### src/rtl/seq_det_sched.sv
// Round-robin scheduler sharing one overlapping "101" Moore detector.
// Optional SEQ_SCHED_ABORT_EN: dropping req mid-frame aborts it.
module seq_det_sched #(
  parameter int NREQ      = 4,
  parameter int FRAME_LEN = 8,
  parameter int CNT_W     = 4,
  parameter int ID_W      = $clog2(NREQ)
) (
  input  logic             clk,
  input  logic             rst,
  input  logic [NREQ-1:0]  req,
  input  logic [NREQ-1:0]  din,
  output logic [NREQ-1:0]  gnt,
  output logic             busy,
  output logic             det_out,
  output logic             done,
  output logic [ID_W-1:0]  done_id,
  output logic [CNT_W-1:0] match_cnt
);

  typedef enum logic [1:0] {
    IDLE,
    RUN,
    REPORT
  } st_t;

  typedef enum logic [1:0] {
    S0,
    S1,
    S10,
    S101
  } det_t;

  st_t r_st;
  st_t w_st_nxt;
  det_t r_det;
  det_t w_det_nxt;

  logic [ID_W-1:0]  r_id;
  logic [ID_W-1:0]  r_last;
  logic [ID_W-1:0]  r_done_id;
  logic [NREQ-1:0]  r_gnt;
  logic [7:0]       r_bits;
  logic [CNT_W-1:0] r_cnt;

  logic [ID_W-1:0] w_win;
  logic [ID_W-1:0] w_idx;
  logic            w_found;
  logic            w_bit;
  logic            w_last_bit;
  logic            w_abort;

  // Walk farthest-to-nearest so the nearest requester after r_last wins.
  always_comb begin
    w_win   = r_last;
    w_idx   = '0;
    w_found = 1'b0;
    for (int k = NREQ; k >= 1; k--) begin
      w_idx = ID_W'((int'(r_last) + k) % NREQ);
      if (req[w_idx]) begin
        w_win   = w_idx;
        w_found = 1'b1;
      end
    end
  end

  assign w_bit      = din[r_id];
  assign w_last_bit = (r_bits == 8'(FRAME_LEN - 1));

`ifdef SEQ_SCHED_ABORT_EN
  assign w_abort = ~req[r_id];
`else
  assign w_abort = 1'b0;
`endif

  always_comb begin
    w_det_nxt = S0;
    unique case (r_det)
      S0:      w_det_nxt = w_bit ? S1   : S0;
      S1:      w_det_nxt = w_bit ? S1   : S10;
      S10:     w_det_nxt = w_bit ? S101 : S0;
      S101:    w_det_nxt = w_bit ? S1   : S10;
      default: w_det_nxt = S0;
    endcase
  end

  always_comb begin
    w_st_nxt = r_st;
    unique case (r_st)
      IDLE: begin
        if (w_found) w_st_nxt = RUN;
      end
      RUN: begin
        if (w_abort)         w_st_nxt = IDLE;
        else if (w_last_bit) w_st_nxt = REPORT;
      end
      REPORT:  w_st_nxt = IDLE;
      default: w_st_nxt = IDLE;
    endcase
  end

  always_ff @(posedge clk or negedge rst) begin
    if (!rst) r_st <= IDLE;
    else      r_st <= w_st_nxt;
  end

  always_ff @(posedge clk or negedge rst) begin
    if (!rst) begin
      r_id      <= '0;
      r_last    <= ID_W'(NREQ - 1);
      r_done_id <= '0;
      r_gnt     <= '0;
      r_bits    <= '0;
      r_cnt     <= '0;
      r_det     <= S0;
    end else begin
      unique case (r_st)
        IDLE: begin
          if (w_found) begin
            r_id   <= w_win;
            r_last <= w_win;
            r_gnt  <= NREQ'(1) << w_win;
            r_bits <= '0;
            r_cnt  <= '0;
            r_det  <= S0;
          end
        end
        RUN: begin
          if (w_abort) begin
            r_gnt <= '0;
            r_det <= S0;
          end else begin
            r_bits <= r_bits + 8'd1;
            r_det  <= w_det_nxt;
            // Saturate instead of wrapping.
            if (w_det_nxt == S101 && r_cnt != '1)
              r_cnt <= r_cnt + 1'b1;
            if (w_last_bit) begin
              r_gnt     <= '0;
              r_done_id <= r_id;
            end
          end
        end
        REPORT:  r_det <= S0;
        default: r_det <= S0;
      endcase
    end
  end

  assign gnt       = r_gnt;
  assign busy      = (r_st != IDLE);
  assign done      = (r_st == REPORT);
  assign det_out   = (r_det == S101);
  assign done_id   = r_done_id;
  assign match_cnt = r_cnt;

endmodule

### config.mk
export PLATFORM = sky130hd
export DESIGN_NAME = seq_det_sched
export DESIGN_NICKNAME = d
export VERILOG_FILES = /design/src/rtl/seq_det_sched.sv
export SDC_FILE = /design/constraint.sdc
export NUM_CORES = 1
export LEC_CHECK = 0
export BUFFER_PORTS_ARGS = -buffer_cell sky130_fd_sc_hd__buf_2
export CAP_MARGIN = 20
export CORE_MARGIN = 10
export CORE_UTILIZATION = 50
export CTS_BUF_LIST = sky130_fd_sc_hd__clkbuf_16
export DETAILED_ROUTE_END_ITERATION = 16
export HOLD_SLACK_MARGIN = 0.03
export PLACE_DENSITY = 0.76
export REMOVE_ABC_BUFFERS = 1
export SLEW_MARGIN = 20
export SYNTH_ARGS = -nofsm -noshare
export SYNTH_HDL_FRONTEND = slang
export SYNTH_SLANG_ARGS = --single-unit
### constraint.sdc
create_clock -name clk -period 1.8 [get_ports clk]
set_input_delay 0.27 -clock clk [delete_from_list [all_inputs] [get_ports clk]]
set_output_delay 0.27 -clock clk [all_outputs]
set_load 0.01 [all_outputs]
==> results.sh <==
export IMPL_hold_violations=0
export IMPL_avgSynthCellArea_um2=10.3
export IMPL_startpoint="r_id[0]"
export IMPL_gp_congestion=0.820
export IMPL_drv_slew=0
export IMPL_io_pins=23
export IMPL_syn_area_mm2=0.00130
export IMPL_min_path_type="flip-flop to flip-flop"
export IMPL_grt_max_degree=27
export IMPL_synth_edf_count=0
export IMPL_grt_pass1_wl_um=5090
export IMPL_timing_final_ws_setup_ns=0.0730
export IMPL_leakage_uw=0.000748
export IMPL_slew_headroom=0.624
export IMPL_drtPass1Iterations=4
export IMPL_cp_max_fo=7
export IMPL_grt_util_all_layers=0.120
export IMPL_fin_crit_ns=1.73
export IMPL_status="finished clean"
export IMPL_reg2reg_depth=4
export IMPL_setup_viol_count_final=0
export IMPL_cp_endpoint="match_cnt[1]"
export IMPL_vias_per_cell=5.75
export IMPL_clockBufferDepth=2
export IMPL_num_vias=1086
export IMPL_fp_coreArea_mm2=0.00248
export IMPL_wl_per_cell_um=15.3
export IMPL_fin_setup_tns_ns=0
export IMPL_start_util=0.524
export IMPL_setup_worst_path_class="flip-flop to flip-flop"
export IMPL_drc_errors=0
export IMPL_fmaxAchievable_mhz=579
export IMPL_synth_top_flop_cell="dfrtp_1"
export IMPL_grt_pass1_vias=1102
export IMPL_dpl_cell_area_mm2=0.00150
export IMPL_dieArea_mm2=0.00504
export IMPL_rsz0062_at_grt="no"
export IMPL_post_route_period_util=0.959
export IMPL_clkTransAtPathRegs_ns=0.06
export IMPL_n_fill_cell=203
export IMPL_first_iter_violations=72
export IMPL_start_kind="flip-flop"
export IMPL_rows=18
export IMPL_async_flop_share=1.00
export IMPL_diodes=0
export IMPL_wl_um=2900
export IMPL_cts_num_sinks=26
export IMPL_synth_seq_area_share=0.503
export IMPL_p_per_area_mw_per_mm2=864
export IMPL_synth_cell_type_count=43
export IMPL_final_setup_skew_ns=0.00404
export IMPL_hold_slack_ns=0.493
export IMPL_r2r_end="match_cnt[1]"
export IMPL_netlist_instances=126
export IMPL_cts_buffers=3
export IMPL_fp_dieW_um=71.0
export IMPL_overflow=0
export IMPL_r2r_start="r_id[0]"
export IMPL_io_buffers=22
export IMPL_critPathArrivalTime_ns=1.87
export IMPL_grt_antenna_before_repair=0
export IMPL_tightest_slew_ns=0.564
export IMPL_yosys_warnings=0
export IMPL_layout_drive_gt1_share=0.296
export IMPL_dp_hpwl_um=2200
export IMPL_dp_slack_ns=0.0636
export IMPL_cts_root_buf="clkbuf_16"
export IMPL_cts_max_level=1
export IMPL_ys_ff_latch=26
export IMPL_die_y_um=71.0
export IMPL_syn_to_final_growth_pct=22.6
export IMPL_endpoint_kind="flip-flop"
export IMPL_fin_area_mm2=0.00159
export IMPL_nNetsFinal=172
export IMPL_cts_setup_buffers=0
export IMPL_r2r_slack_ns=0.07
export IMPL_cts_tree="done"
export IMPL_cp_required_ns=1.95
export IMPL_maxCapViolCount=0
export IMPL_ir_drop_mv=0.665
export IMPL_clock_latency_ns=0.26
export IMPL_ant_nets=0
[placed cells by master (no fill, tap or decap), types with 2 or more instances in the layout]
master / n
a21o_1: 2
a21oi_1: 7
a32o_1: 2
and2_1: 2
and4b_2: 2
buf_2: 22
buf_4: 10
clkbuf_16: 3
dfrtp_1: 24
dfstp_2: 2
ha_1: 2
inv_1: 4
mux2_2: 2
mux2i_1: 4
nand2_1: 14
nand2b_1: 2
nand3_1: 5
nor2_1: 13
nor2b_1: 2
nor3_1: 3
nor3b_1: 2
o21ai_0: 8
o31ai_1: 2
[power breakdown]
group / internal, uW / total [uW] / switching, uW
Combinational: 96.6 / 200 / 104
Sequential: 628 / 689 / 61.5
Clock: 297 / 486 / 189
[cell families after synthesis]
logic type | count (synthesis) | share of synthesized area
AND/OR/NAND/NOR | 54 | 0.235
flip-flops | 26 | 0.503
multiplexers | 7 | 0.0655
buffers and inverters | 7 | 0.0231
AO/OA/AOI/OAI | 30 | 0.154
adder cells (fa/ha/maj) | 2 | 0.0193
[area by class of cell]
class / instances / area (um^2) / area share
clock inverter: 1 / 3.75 / 0.00236
timing repair buffer: 33 / 195 / 0.123
clock buffer: 3 / 75.1 / 0.0471
inverter: 3 / 11.3 / 0.00707
tap: 30 / 37.5 / 0.0236
sequential: 26 / 653 / 0.410
multi-input combinational: 93 / 617 / 0.387
[worst max-delay path, stage by stage, from the launching register on]
cell and delay (ns):
dfrtp_1 0.41, mux4_2 0.55, and4b_2 0.29, and3_1 0.19, a31o_1 0.18
[state kept, by name, indices dropped and copies added, names as in the netlist]
register and flops:
r_id 2, r_last 2, match_cnt 4, r_st 2, done_id 2, r_bits 8
gnt 4, r_det 2
[through the flow]
step	util	power [uW]	instances
2_1_floorplan	-	794	122
4_1_cts	0.642	1400	189
3_5_place_dp	0.607	906	184
6_report	0.643	1380	189
3_3_place_gp	0.607	884	184
5_1_grt	0.643	1450	189
[routing by layer]
metal / wire, um / track usage / up-vias
met5: 0 / 0 / -
met4: 48 / 0.0516 / 0
met3: 162 / 0.0377 / 4
met2: 1390 / 0.195 / 20
met1: 1300 / 0.143 / 529
li1: - / - / 533
[cells in the mapped netlist, drive strengths merged, types with 2 or more instances]
| master | number | area, um^2 |
|---|---|---|
| ha | 2 | 25.0 |
| dfrtp | 24 | 601 |
| nor2b | 2 | 12.5 |
| nand2b | 2 | 12.5 |
| nor3b | 2 | 15.0 |
| a21o | 2 | 15.0 |
| inv | 3 | 11.3 |
| and4b | 2 | 21.3 |
| nand3 | 5 | 25.0 |
| clkbuf | 2 | 8.75 |
| nand2 | 14 | 52.6 |
| and2 | 2 | 12.5 |
| a32o | 2 | 20.0 |
| buf | 2 | 10.0 |
| nor3 | 4 | 25.0 |
| o31ai | 2 | 15.0 |
| a21oi | 7 | 35.0 |
| dfstp | 2 | 52.6 |
| mux2i | 4 | 40.0 |
| nor2 | 13 | 48.8 |
| mux2 | 2 | 22.5 |
| or4 | 2 | 18.8 |
| o21ai | 8 | 40.0 |
[how the worst min path moves through the flow]
stage	startpoint	end	cells after the start
2_1_floorplan	rst	done_id[0]	0
3_3_place_gp	rst	r_bits[2]	1
4_1_cts	gnt[1]	gnt[1]	1
5_1_grt	r_bits[7]	r_bits[7]	1
3_5_place_dp	rst	r_bits[2]	1
6_report	r_bits[7]	r_bits[7]	1
[timing repair]
item / CTS / global route
gates resized for setup: 0 / 1
hold buffers: 1 / 0
hold endpoints to repair: 24 / 0
setup endpoints to repair: 0 / 1
Note: power is estimated with default switching activity, not from simulation.
